==> src/rtl/pong_pkg.sv <==
`default_nettype none
// ============================================================================
// Module      : pong_pkg
// Description : Shared playfield geometry and game-state encoding for the
//               pong controller and renderer.
// Revision    : 1.0 - initial release
// ============================================================================
package pong_pkg;

    // Playfield and sprite geometry in pixels
    localparam int H_VIDEO       = 640;
    localparam int V_VIDEO       = 480;
    localparam int SQUARE_WIDTH  = 16;
    localparam int PADDLE_WIDTH  = 12;
    localparam int PADDLE_HEIGHT = 96;

    // Game state encoding, also decoded by the renderer
    typedef logic [1:0] pong_state_t;

    localparam pong_state_t ST_STARTUP = 2'd0;
    localparam pong_state_t ST_SERVE   = 2'd1;
    localparam pong_state_t ST_PLAY    = 2'd2;
    localparam pong_state_t ST_OVER    = 2'd3;

endpackage
`default_nettype wire

==> src/rtl/pong_ball_step.sv <==
`default_nettype none
// ============================================================================
// Module      : pong_ball_step
// Description : One-frame ball advance: next position, vertical direction,
//               paddle hit and miss flags. Purely combinational.
// Revision    : 1.0 - initial release
// ============================================================================
module pong_ball_step
    import pong_pkg::*;
#(
    parameter int H_ACTIVE = H_VIDEO,
    parameter int V_ACTIVE = V_VIDEO,
    parameter int SQ_W     = SQUARE_WIDTH,
    parameter int PAD_W    = PADDLE_WIDTH,
    parameter int PAD_H    = PADDLE_HEIGHT,
    parameter int PAD1_X   = 32,
    parameter int PAD2_X   = 596,
    parameter int SPEED    = 4
) (
    input  logic [9:0] i_x,
    input  logic [9:0] i_y,
    input  logic       i_dx,       // 1 = moving right
    input  logic       i_dy,       // 1 = moving down
    input  logic [9:0] i_p1_y,
    input  logic [9:0] i_p2_y,
    output logic [9:0] o_x,
    output logic [9:0] o_y,
    output logic       o_dy,
    output logic       o_hit_p1,
    output logic       o_hit_p2,
    output logic       o_miss_p1,  // ball left the field past paddle 1
    output logic       o_miss_p2   // ball left the field past paddle 2
);

    // 11-bit working width keeps sums like y+side+speed from wrapping
    localparam logic [10:0] c_SPD     = 11'(SPEED);
    localparam logic [10:0] c_SQ      = 11'(SQ_W);
    localparam logic [10:0] c_PH      = 11'(PAD_H);
    localparam logic [10:0] c_H       = 11'(H_ACTIVE);
    localparam logic [10:0] c_V       = 11'(V_ACTIVE);
    localparam logic [10:0] c_P1_FACE = 11'(PAD1_X + PAD_W);
    localparam logic [10:0] c_P2X     = 11'(PAD2_X);
    localparam logic [9:0]  c_P1_REB  = 10'(PAD1_X + PAD_W + 1);
    localparam logic [9:0]  c_P2_REB  = 10'(PAD2_X - SQ_W - 1);
    localparam logic [9:0]  c_Y_BOT   = 10'(V_ACTIVE - SQ_W);

    logic [10:0] w_x;
    logic [10:0] w_y;
    logic [10:0] w_p1_y;
    logic [10:0] w_p2_y;
    logic        w_p1_span;
    logic        w_p2_span;

    assign w_x    = {1'b0, i_x};
    assign w_y    = {1'b0, i_y};
    assign w_p1_y = {1'b0, i_p1_y};
    assign w_p2_y = {1'b0, i_p2_y};

    // Vertical overlap of ball and each paddle
    assign w_p1_span = (w_y + c_SQ >= w_p1_y) && (w_y <= w_p1_y + c_PH);
    assign w_p2_span = (w_y + c_SQ >= w_p2_y) && (w_y <= w_p2_y + c_PH);

    // Paddle contact: ball is in front of the paddle face and would reach it this frame
    assign o_hit_p1 = !i_dx && (w_x >= c_P1_FACE) && (w_x - c_SPD <= c_P1_FACE) && w_p1_span;
    assign o_hit_p2 = i_dx && (w_x + c_SQ <= c_P2X) && (w_x + c_SQ + c_SPD >= c_P2X) && w_p2_span;

    // A paddle hit takes priority over leaving the field
    assign o_miss_p1 = !i_dx && !o_hit_p1 && (w_x < c_SPD);
    assign o_miss_p2 = i_dx && !o_hit_p2 && (w_x + c_SQ + c_SPD >= c_H);

    // Vertical motion with clamp-and-reflect at top and bottom walls
    always_comb begin
        o_y  = i_y;
        o_dy = i_dy;
        if (!i_dy) begin
            if (w_y < c_SPD) begin
                o_y  = 10'd0;
                o_dy = 1'b1;
            end else begin
                o_y = 10'(w_y - c_SPD);
            end
        end else if (w_y + c_SQ + c_SPD > c_V) begin
            o_y  = c_Y_BOT;
            o_dy = 1'b0;
        end else begin
            o_y = 10'(w_y + c_SPD);
        end
    end

    // Horizontal motion; on a miss the position is left for the controller to recentre
    always_comb begin
        o_x = i_x;
        if (o_hit_p1) begin
            o_x = c_P1_REB;
        end else if (o_hit_p2) begin
            o_x = c_P2_REB;
        end else if (!o_miss_p1 && !o_miss_p2) begin
            o_x = i_dx ? 10'(w_x + c_SPD) : 10'(w_x - c_SPD);
        end
    end

endmodule
`default_nettype wire

==> src/rtl/pong_game_ctrl.sv <==
`default_nettype none
// ============================================================================
// Module      : pong_game_ctrl
// Description : Pong game sequencer: startup menu, serve delay, rally with
//               ball physics, scoring and game-over screen.
// Revision    : 1.0 - initial release
// ============================================================================
module pong_game_ctrl
    import pong_pkg::*;
#(
    parameter int h_video       = H_VIDEO,
    parameter int v_video       = V_VIDEO,
    parameter int square_width  = SQUARE_WIDTH,
    parameter int paddle_width  = PADDLE_WIDTH,
    parameter int paddle_height = PADDLE_HEIGHT,
    parameter int paddle1_x     = 32,
    parameter int paddle2_x     = 596,
    parameter int ball_speed    = 4,
    parameter int serve_frames  = 60,
    parameter int win_score     = 11
) (
    input  logic       clk_0,
    input  logic       rst,
    input  logic       frame_tick,
    input  logic       key_any,
    input  logic [9:0] paddle1_ypos,
    input  logic [9:0] paddle2_ypos,
    output logic [9:0] square_xpos,
    output logic [9:0] square_ypos,
    output logic       sq_shown,
    output logic [3:0] score_p1,
    output logic [3:0] score_p2,
    output logic       game_startup,
    output logic       game_over
);

    localparam logic [9:0]  c_CX       = 10'((h_video - square_width) / 2);
    localparam logic [9:0]  c_CY       = 10'((v_video - square_width) / 2);
    localparam logic [15:0] c_CNT_LAST = 16'(serve_frames - 1);
    localparam logic [3:0]  c_WIN      = 4'(win_score);

    pong_state_t r_state;
    pong_state_t w_state_nxt;
    logic [9:0]  r_x, r_y, w_x_nxt, w_y_nxt;
    logic        r_dx, r_dy, w_dx_nxt, w_dy_nxt;
    logic [15:0] r_cnt, w_cnt_nxt;
    logic [3:0]  r_s1, r_s2, w_s1_nxt, w_s2_nxt, w_s1_inc, w_s2_inc;
    logic        r_shown, r_startup, r_over;

    logic [9:0]  w_step_x, w_step_y;
    logic        w_step_dy, w_hit_p1, w_hit_p2, w_miss_p1, w_miss_p2;

    pong_ball_step #(
        .H_ACTIVE (h_video),
        .V_ACTIVE (v_video),
        .SQ_W     (square_width),
        .PAD_W    (paddle_width),
        .PAD_H    (paddle_height),
        .PAD1_X   (paddle1_x),
        .PAD2_X   (paddle2_x),
        .SPEED    (ball_speed)
    ) u_step (
        .i_x       (r_x),
        .i_y       (r_y),
        .i_dx      (r_dx),
        .i_dy      (r_dy),
        .i_p1_y    (paddle1_ypos),
        .i_p2_y    (paddle2_ypos),
        .o_x       (w_step_x),
        .o_y       (w_step_y),
        .o_dy      (w_step_dy),
        .o_hit_p1  (w_hit_p1),
        .o_hit_p2  (w_hit_p2),
        .o_miss_p1 (w_miss_p1),
        .o_miss_p2 (w_miss_p2)
    );

    // Saturating score increments
    assign w_s1_inc = (r_s1 >= c_WIN) ? c_WIN : r_s1 + 4'd1;
    assign w_s2_inc = (r_s2 >= c_WIN) ? c_WIN : r_s2 + 4'd1;

    // Next-state logic for the game FSM, ball and scores
    always_comb begin
        w_state_nxt = r_state;
        w_x_nxt     = r_x;
        w_y_nxt     = r_y;
        w_dx_nxt    = r_dx;
        w_dy_nxt    = r_dy;
        w_cnt_nxt   = r_cnt;
        w_s1_nxt    = r_s1;
        w_s2_nxt    = r_s2;
        case (r_state)
            ST_STARTUP, ST_OVER: begin
                if (key_any) begin
                    w_state_nxt = ST_SERVE;
                    w_s1_nxt    = 4'd0;
                    w_s2_nxt    = 4'd0;
                    w_x_nxt     = c_CX;
                    w_y_nxt     = c_CY;
                    w_dx_nxt    = 1'b1;
                    w_dy_nxt    = 1'b1;
                    w_cnt_nxt   = 16'd0;
                end
            end
            ST_SERVE: begin
                if (frame_tick) begin
                    if (r_cnt == c_CNT_LAST) begin
                        w_state_nxt = ST_PLAY;
                        w_cnt_nxt   = 16'd0;
                    end else begin
                        w_cnt_nxt = r_cnt + 16'd1;
                    end
                end
            end
            ST_PLAY: begin
                if (frame_tick) begin
                    if (w_miss_p1 || w_miss_p2) begin
                        // Point scored: recentre and serve toward the player who conceded
                        w_x_nxt   = c_CX;
                        w_y_nxt   = c_CY;
                        w_dy_nxt  = 1'b1;
                        w_cnt_nxt = 16'd0;
                        if (w_miss_p1) begin
                            w_s2_nxt    = w_s2_inc;
                            w_dx_nxt    = 1'b0;
                            w_state_nxt = (w_s2_inc == c_WIN) ? ST_OVER : ST_SERVE;
                        end else begin
                            w_s1_nxt    = w_s1_inc;
                            w_dx_nxt    = 1'b1;
                            w_state_nxt = (w_s1_inc == c_WIN) ? ST_OVER : ST_SERVE;
                        end
                    end else begin
                        w_x_nxt  = w_step_x;
                        w_y_nxt  = w_step_y;
                        w_dy_nxt = w_step_dy;
                        w_dx_nxt = w_hit_p1 ? 1'b1 : (w_hit_p2 ? 1'b0 : r_dx);
                    end
                end
            end
            default: w_state_nxt = ST_STARTUP;
        endcase
    end

    // State and output registers; status flags are decoded from the next state
    always_ff @(posedge clk_0) begin
        if (rst) begin
            r_state   <= ST_STARTUP;
            r_x       <= c_CX;
            r_y       <= c_CY;
            r_dx      <= 1'b1;
            r_dy      <= 1'b1;
            r_cnt     <= 16'd0;
            r_s1      <= 4'd0;
            r_s2      <= 4'd0;
            r_startup <= 1'b1;
            r_over    <= 1'b0;
            r_shown   <= 1'b0;
        end else begin
            r_state   <= w_state_nxt;
            r_x       <= w_x_nxt;
            r_y       <= w_y_nxt;
            r_dx      <= w_dx_nxt;
            r_dy      <= w_dy_nxt;
            r_cnt     <= w_cnt_nxt;
            r_s1      <= w_s1_nxt;
            r_s2      <= w_s2_nxt;
            r_startup <= (w_state_nxt == ST_STARTUP);
            r_over    <= (w_state_nxt == ST_OVER);
            r_shown   <= (w_state_nxt == ST_PLAY);
        end
    end

    assign square_xpos  = r_x;
    assign square_ypos  = r_y;
    assign sq_shown     = r_shown;
    assign score_p1     = r_s1;
    assign score_p2     = r_s2;
    assign game_startup = r_startup;
    assign game_over    = r_over;

endmodule
`default_nettype wire

==> config.mk <==
export PLATFORM = sky130hd
export DESIGN_NAME = pong_game_ctrl
export DESIGN_NICKNAME = d
export VERILOG_FILES = /design/src/rtl/pong_pkg.sv /design/src/rtl/pong_ball_step.sv /design/src/rtl/pong_game_ctrl.sv
export SDC_FILE = /design/constraint.sdc
export NUM_CORES = 1
export LEC_CHECK = 0
export BUFFER_PORTS_ARGS = -buffer_cell sky130_fd_sc_hd__buf_2
export CAP_MARGIN = 20
export CORE_MARGIN = 1
export CORE_UTILIZATION = 45
export DETAILED_ROUTE_END_ITERATION = 6
export GPL_ROUTABILITY_DRIVEN = 0
export SLEW_MARGIN = 15
export SYNTH_ARGS = -nofsm -noshare
export SYNTH_HDL_FRONTEND = slang
export SYNTH_HIERARCHICAL = 1
export SYNTH_SLANG_ARGS = --single-unit
export TNS_END_PERCENT = 10
==> constraint.sdc <==
create_clock -name clk_0 -period 8.8 [get_ports clk_0]
set_input_delay 1.76 -clock clk_0 [delete_from_list [all_inputs] [get_ports clk_0]]
set_output_delay 1.76 -clock clk_0 [all_outputs]
set_load 0.05 [all_outputs]
* Word-level counts from Yosys, hierarchy flattened
Cells that the tools add are included.
Cells by class: add/sub/neg operators 13, $mul 0, div/mod/pow operators 0, $lt $le $gt $ge 14, equality and inequality tests 16, shift-type cells 0, mux-type cells 54, bitwise logic cells 0, reduce and logical (&&, ||, !) cells 29
Operator list (number):
- $mux 10 | 13
- $mux 16 | 5
- $pmux 16 s3 | 1
- $pmux 10 s2 | 2
- $mux 4 | 9
- $add 10x5->11 const B | 2
- $add 10x7->11 const B | 2
- $add 11x3->11 const B | 2
- $ge 11x10->1 | 2
- $ge 11x10->1 const B | 2
- $le 10x11->1 | 2
- $add 10x3->10 const B | 2
- $lt 10x3->1 const B | 2
- $add 16x1->16 const B | 1
- $eq 16x6->1 const B | 1
- $mux 2 | 8
- $pmux 4 s2 | 2
- $logic_and 1x1->1 | 13
- $reduce_and 4->1 | 3
- $gt 11x9->1 const B | 1
- $le 11x10->1 const B | 1
- $le 11x6->1 const B | 1
- $mux 1 | 11
- $sub 10x3->11 const B | 1
- 20 further kinds | 37
Word-level totals: register bits after elaboration 51, bits in latches 0, memory bits (writable) 0, ROM bits 0, bits of input ports 24, word-level logic and storage cells 137, memories kept 0

* Depth between registers and ports, before layout
Gate-level depths: netlist of the first run.
depth in word-level cells 16, mapped depth 18, mapped depth without buffers 16

* Hierarchy
The synthesis of the first run kept the hierarchy.
Modules (own cells, without submodules):
- pong_ball_step | times used 1, cells an instance 365, area each 2527.4 um^2, seq. area each 0.0 um^2
- pong_game_ctrl | times used 1, cells an instance 297, area each 2482.4 um^2, seq. area each 1021.0 um^2

* Worst setup path before layout of the first run
OpenSTA, ideal clock, no wires.
path type in2reg, start input port paddle2_ypos[5], end register r_cnt[11], library setup time 0.074 ns, data arrival time 4.933 ns, setup slack 3.792 ns, cell stages on the path 17, buffers on the path 1, path through inv_1 ha_1 nor3_1 xnor2_1 ha_1 nand4_1 nor3_1 o21ai_0 a21oi_1 a2111oi_2 buf_4 nor2_1 nor3b_2 nor4b_4 nand3_2 or4b_1 a31oi_1
Between the ends: word-level cells in the longest chain between the ends 10, elaborated cells between the ends (all ways) 11, classes of those cells 1 x add/sub; 2 x order compare; 1 x eq/ne; 7 x reduce/logical
RTL lines:
- start, declared | RTL line pong_game_ctrl.sv:27 | input logic [9:0] paddle2_ypos,
- $add 10x7->11 | RTL line pong_ball_step.sv:61 | assign w_p2_span = (w_y + c_SQ >= w_p2_y) && (w_y <= w_p2_y + c_PH);
- $le 10x11->1 | RTL line pong_ball_step.sv:61
- $logic_and 1x1->1 * | RTL line pong_ball_step.sv:61
- $logic_and 1x1->1 * | RTL line pong_ball_step.sv:65 | assign o_hit_p2 = i_dx && (w_x + c_SQ <= c_P2X) && (w_x + c_SQ + c_SPD >= c_P2X) && w_p2_span;
- net w_hit_p2 | RTL line pong_game_ctrl.sv:51 | logic w_step_dy, w_hit_p1, w_hit_p2, w_miss_p1, w_miss_p2;
- $logic_not 1->1 * | RTL line pong_ball_step.sv:69 | assign o_miss_p2 = i_dx && !o_hit_p2 && (w_x + c_SQ + c_SPD >= c_H);
- $logic_and 1x1->1 * (2 in a row) | RTL line pong_ball_step.sv:69
- net w_miss_p2 | RTL line pong_game_ctrl.sv:51
- $logic_or 1x1->1 * | RTL line pong_game_ctrl.sv:117 | if (w_miss_p1 || w_miss_p2) begin
- $ne 2x2->1 (no line) *
- $reduce_and 4->1 (no line) *
- end signal, assigned | RTL line pong_game_ctrl.sv:164 | r_cnt <= w_cnt_nxt;
- end, declared | RTL line pong_game_ctrl.sv:46 | logic [15:0] r_cnt, w_cnt_nxt;
Mark *: on every way through the listed nets, which the timed path passes. The rest lies on a longest branch. A chain may end at the register's enable or synchronous reset.

* Final worst setup path of the first run
start input port paddle2_ypos[5], end register r_cnt[9]
Same word-level chain as after synthesis.

==> results of run 1 <==
## cell type report
type | instances | area (um^2) | area share (%)
timing repair buffer | 56 | 285 | 5.27
sequential | 51 | 1020 | 18.9
inverter | 43 | 161 | 2.98
multi-input combinational | 537 | 3680 | 68.1
clock inverter | 1 | 5.00 | 0.0925
clock buffer | 7 | 76.3 | 1.41
tap | 140 | 175 | 3.24
## kinds of logic after synthesis
logic type / Yosys count / synth area share [%]
flops: 51 / 20.4
compound gates: 173 / 23.8
fa+ha+maj: 53 / 13.2
mux: 8 / 1.62
xor+xnor: 31 / 5.42
simple gates: 272 / 29.4
buf+inv: 74 / 6.07
## power breakdown
part	leakage (nW)	internal, mW	total [mW]	switching (mW)
logic	1.80	0.0284	0.0758	0.0473
clock network	0.0422	0.0561	0.133	0.0765
registers	0.412	0.232	0.234	0.00152
total	2.25	0.317	0.442	0.125
## stage by stage
| stage | std cells | power (mW) | worst slack (ps) | hold slack [ps] |
|---|---|---|---|---|
| 6_report | 835 | 0.442 | 3210 | 530 |
| 5_1_grt | 835 | 0.468 | 2690 | 552 |
| 4_1_cts | 835 | 0.447 | 3180 | 533 |
| 3_5_place_dp | 827 | 0.315 | 2860 | 508 |
| 3_3_place_gp | 827 | 0.312 | 3050 | 503 |
| 2_1_floorplan | 662 | 0.295 | 3790 | 480 |
## worst max-delay path, delay by kind of cell
| kind | cells | cell delay, ps |
|---|---|---|
| AO/OA/AOI/OAI | 5 | 1210 |
| buffers and inverters | 3 | 430 |
| adder cells (fa/ha/maj) | 2 | 520 |
| XOR/XNOR | 1 | 100 |
| AND/OR/NAND/NOR | 6 | 1800 |
## cell usage after synthesis (9+ instances only)
| cell type | n | share of area, % |
|---|---|---|
| ha_1 | 53 | 13 |
| nor2_1 | 53 | 4.0 |
| dfxtp_1 | 51 | 20 |
| nand2_1 | 51 | 3.8 |
| a21oi_1 | 43 | 4.3 |
| inv_1 | 43 | 3.2 |
| nand3_1 | 33 | 3.3 |
| nor3_1 | 30 | 3.0 |
| o21ai_0 | 24 | 2.4 |
| xnor2_1 | 21 | 3.7 |
| clkbuf_1 | 18 | 1.3 |
| a31oi_1 | 17 | 2.1 |
| nand2b_1 | 17 | 2.1 |
| and3_1 | 15 | 1.9 |
| o21bai_1 | 13 | 1.9 |
| nand4_1 | 10 | 1.2 |
| nor4_1 | 10 | 1.2 |
| xor2_1 | 10 | 1.7 |
| buf_2 | 9 | 0.90 |
| o211ai_1 | 9 | 1.3 |
| or3_1 | 9 | 1.1 |
## worst paths after layout
kind | startpoint | endpoint | slack (ps) | cells after the start
worst min register to register | r_cnt[15] | r_cnt[15] | 530 | 2
worst min-delay path | r_cnt[15] | r_cnt[15] | 530 | 2
worst max register to register | square_ypos[4] | r_cnt[11] | 3680 | 15
worst max-delay path | paddle2_ypos[5] | r_cnt[9] | 3210 | 17
## flip-flops by register name (all words and copies together) (netlist names)
signal and count:
game_over 1, game_startup 1, r_cnt 16, r_dx 1
r_dy 1, r_state 2, score_p1 4, score_p2 4
sq_shown 1, square_xpos 10, square_ypos 10
## metal layers
metal	routed length, um	share of wire [%]
met3	511	3.9
met4	169	1.3
met5	0	0
met2	6450	49
met1	6070	46
==> results.json, run 1 <==
{
  "clkTransAtPathRegs_ps": 90,
  "drc": 0,
  "ys_seq_elements": 51,
  "crit_type": "in2reg",
  "clock-sinks": 51,
  "post-route-min-period_ps": 5590,
  "synth_flop_cell": "dfxtp_1",
  "yosysSeqAreaShare_pct": 20.4,
  "drt-total-wl_um": 13200,
  "core-area_um2": 10800,
  "grtUsageMet3_pct": 2.42,
  "start_util_pct": 46.2,
  "grt_pass1_wl_um": 22100,
  "synth_edf_count": 0,
  "drtPass1Iterations": 5,
  "syn_inst": 662,
  "worst_pin_slew_ps": 956,
  "syn_avg_cell_area_um2": 7.57,
  "worst_setup_path_end_kind": "flip-flop",
  "initialDrtViolationCount": 305,
  "io_pins": 55,
  "slowest_delay_ps": 780,
  "drive_gt1_share_pct": 12.1,
  "clock_latency_ps": 300,
  "worstPathArrival_ps": 5820,
  "cts-htree-levels": 2,
  "clock_skew_ps": 7.69,
  "relSlewSlack_pct": 36.0,
  "synth_warnings": 6,
  "use_met1_pct": 29.3,
  "final_util_pct": 49.9,
  "vdd.ir_drop.worst_v": 0.000108,
  "avgViaCountPerCell": 5.98,
  "required_ps": 9030,
  "top_usage_layer": "met2",
  "io_buffers": 54,
  "period_share_pct": 63.5,
  "power_density_nw_per_um2": 81.7,
  "critPathLaunchType": "primary input",
  "final_common_cell": "buf_2",
  "place_area_um2": 5330,
  "critPathSlowestCell": "nor3b_2",
  "post_cts_buffers": 0,
  "vias": 4990,
  "rsz0062_at_grt": "no",
  "ys_types": 77,
  "die_h_um": 108,
  "cts-root-buf": "clkbuf_8",
  "path_max_fanout": 14,
  "wl_per_cell_um": 15.8,
  "antenna_found_initial": 0,
  "grt_pass1_vias": 4737,
  "report.final.hold_viol_count": 0,
  "leakage_nw": 2.25,
  "grt_usage_pct": 23.4,
  "die_area_um2": 11600,
  "dp_hpwl_um": 9790,
  "final_nets": 771,
  "numCtsBuffers": 5,
  "setup_viol": 0,
  "path_cells": "buf_2 -> inv_1 -> ha_1 -> nor3_1 -> xnor2_1 -> ha_1 -> nand4_1 -> o41ai_1 -> a21oi_1 -> a2111oi_2 -> buf_4 -> nor2_1 -> nor3b_2 -> nor3_1 -> o21ai_0 -> nand2b_1 -> a21oi_1",
  "cts_tree": "done",
  "clockBufferDepth": 2,
  "rows": 38,
  "fin_area_um2": 5410,
  "timing.fmax_ghz": 0.179,
  "cts_resized": 0,
  "fin_tns_setup_ps": 0,
  "run_status": "complete, no violations",
  "die_w_um": 108,
  "n_fill_cell": 1105,
  "ant_nets": 0,
  "hold_path.class": "reg2reg",
  "grtUsageMet2_pct": 42.0,
  "overflow": 0,
  "syn_area_um2": 5010,
  "synth-async-reset-ratio_pct": 0,
  "syn_nets": 739,
  "cts_hold_buf": 0,
  "final_cell_mix": "54 x buf_2, 53 x nor2_1, 53 x ha_1",
  "slew_violations": 0,
  "diodes": 0,
  "areaGrowthSynthToFinish_pct": 7.97,
  "cap_violations": 0,
  "grt_start_max_net_pins": 39
}
Power figures use the tool's default switching activity.
==> run 2: changes to the inputs <==
==> constraint.sdc (replaced) <==
create_clock -name clk_0 -period 5.5 [get_ports clk_0]
set_input_delay 1.1 -clock clk_0 [delete_from_list [all_inputs] [get_ports clk_0]]
set_output_delay 1.1 -clock clk_0 [all_outputs]
set_load 0.05 [all_outputs]
==> results.json, run 2 (synthesized netlist as in run 1, its figures left out) <==
{
  "worst_setup_path_end_kind": "flip-flop",
  "cts-root-buf": "clkbuf_8",
  "clock-sinks": 51,
  "place_area_um2": 5400,
  "grt_start_max_net_pins": 39,
  "report.final.hold_viol_count": 0,
  "drc": 0,
  "critPathLaunchType": "flip-flop",
  "rrSetupSlack_ps": 950,
  "crit_type": "reg2reg",
  "die_area_um2": 11600,
  "whs_endpoint": "score_p1[1]",
  "cts-htree-levels": 2,
  "largest_register_ffs": 16,
  "hold_path.class": "reg2reg",
  "grt_pass1_wl_um": 22500,
  "final_util_pct": 50.6,
  "antenna_found_initial": 0,
  "final_cell_mix": "54 x buf_2, 53 x nor2_1, 53 x ha_1",
  "start_util_pct": 46.2,
  "core-area_um2": 10800,
  "slew_violations": 0,
  "grt_usage_pct": 23.9,
  "path_max_fanout": 18,
  "required_ps": 5690,
  "leakage_nw": 2.30,
  "fin_ws_ps": 945,
  "overflow": 0,
  "die_w_um": 108,
  "drtPass1Iterations": 6,
  "cts_tree": "done",
  "r2r_end": "r_cnt[15]",
  "multi_input_area_um2": 3680,
  "setup_viol": 0,
  "r2r_start": "square_ypos[4]",
  "rsz0062_at_grt": "no",
  "largest-register": "r_cnt",
  "period_share_pct": 82.8,
  "run_status": "complete, no violations",
  "ant_nets": 0,
  "avgViaCountPerCell": 5.93,
  "placed_cells": 837,
  "worstPathArrival_ps": 4740,
  "vias": 5007,
  "die_h_um": 108,
  "n_fill_cell": 1088,
  "drive_gt1_share_pct": 13.3,
  "clockBufferDepth": 2,
  "wl_per_cell_um": 15.7,
  "diodes": 0,
  "hp-start": "score_p1[1]",
  "dp_hpwl_um": 9830,
  "io_pins": 55,
  "post_cts_buffers": 0,
  "fin_area_um2": 5480,
  "seq_area_um2": 1020,
  "clkTransAtPathRegs_ps": 90,
  "final_nets": 781,
  "rows": 38,
  "final_common_cell": "buf_2",
  "holdWs_ps": 526,
  "final_cells": 845,
  "drt-total-wl_um": 13300,
  "grt_pass1_vias": 4754,
  "worst_pin_slew_ps": 802,
  "power_density_nw_per_um2": 130,
  "vdd.ir_drop.worst_v": 0.000159,
  "relSlewSlack_pct": 46.3,
  "io_buffers": 54,
  "clock_skew_ps": 9.54,
  "total_power_uw": 713,
  "timing.fmax_ghz": 0.220,
  "cap_violations": 0,
  "clock_latency_ps": 310,
  "cts_resized": 0,
  "reg2reg_depth": 15,
  "cts_hold_buf": 0,
  "post-route-min-period_ps": 4550,
  "numCtsBuffers": 5,
  "fin_tns_setup_ps": 0,
  "areaGrowthSynthToFinish_pct": 9.47,
  "hold_depth": 2,
  "initialDrtViolationCount": 379,
  "place_ws_ps": 816
}
[run 2: cell types whose count changed in the layout (fill, tap and decap cells not counted)]
cell,change
buf_4,+10
[run 2: area by class of cell]
class	instances	area share (%)
inverter	43	2.94
clock buffer	7	1.39
timing repair buffer	66	6.57
tap	140	3.19
sequential	51	18.6
multi-input combinational	537	67.2
clock inverter	1	0.0913
[run 2: how the worst max path moves through the flow]
stage,from,to,depth (start not counted)
4_1_cts,square_ypos[4],r_cnt[8],15
6_report,square_ypos[4],r_cnt[15],15
3_3_place_gp,paddle2_ypos[5],r_cnt[9],16
3_5_place_dp,paddle2_ypos[5],r_cnt[9],17
5_1_grt,square_ypos[4],r_cnt[8],15
2_1_floorplan,square_ypos[5],r_cnt[11],16
[run 2: report_power, final]
| group | internal [mW] | switching [mW] | total, mW | leakage (nW) |
|---|---|---|---|---|
| registers | 0.372 | 0.00252 | 0.374 | 0.412 |
| clock network | 0.0896 | 0.126 | 0.215 | 0.0422 |
| logic | 0.0476 | 0.0762 | 0.124 | 1.85 |
| total | 0.509 | 0.204 | 0.713 | 2.30 |
[run 2: worst max-delay path: stages, from the launching register on]
cell,delay (ps)
dfxtp_1,320
buf_4,230
ha_1,360
xor2_1,550
ha_1,380
inv_1,70
o211ai_1,90
or3_1,310
a21oi_1,240
a2111oi_2,90
nor2_1,340
nor3b_2,130
nor3_1,480
o21ai_0,310
nand2b_1,400
nor2_1,100
[run 2: layer usage]
metal  share of wire (%)  GRT usage [%]  vias up
li1                    -              -     2514
met1                  47           31.8     2364
met2                  48           41.2      117
met3                 3.9           2.24       12
met4                 1.2           6.36        0
met5                   0              0        -
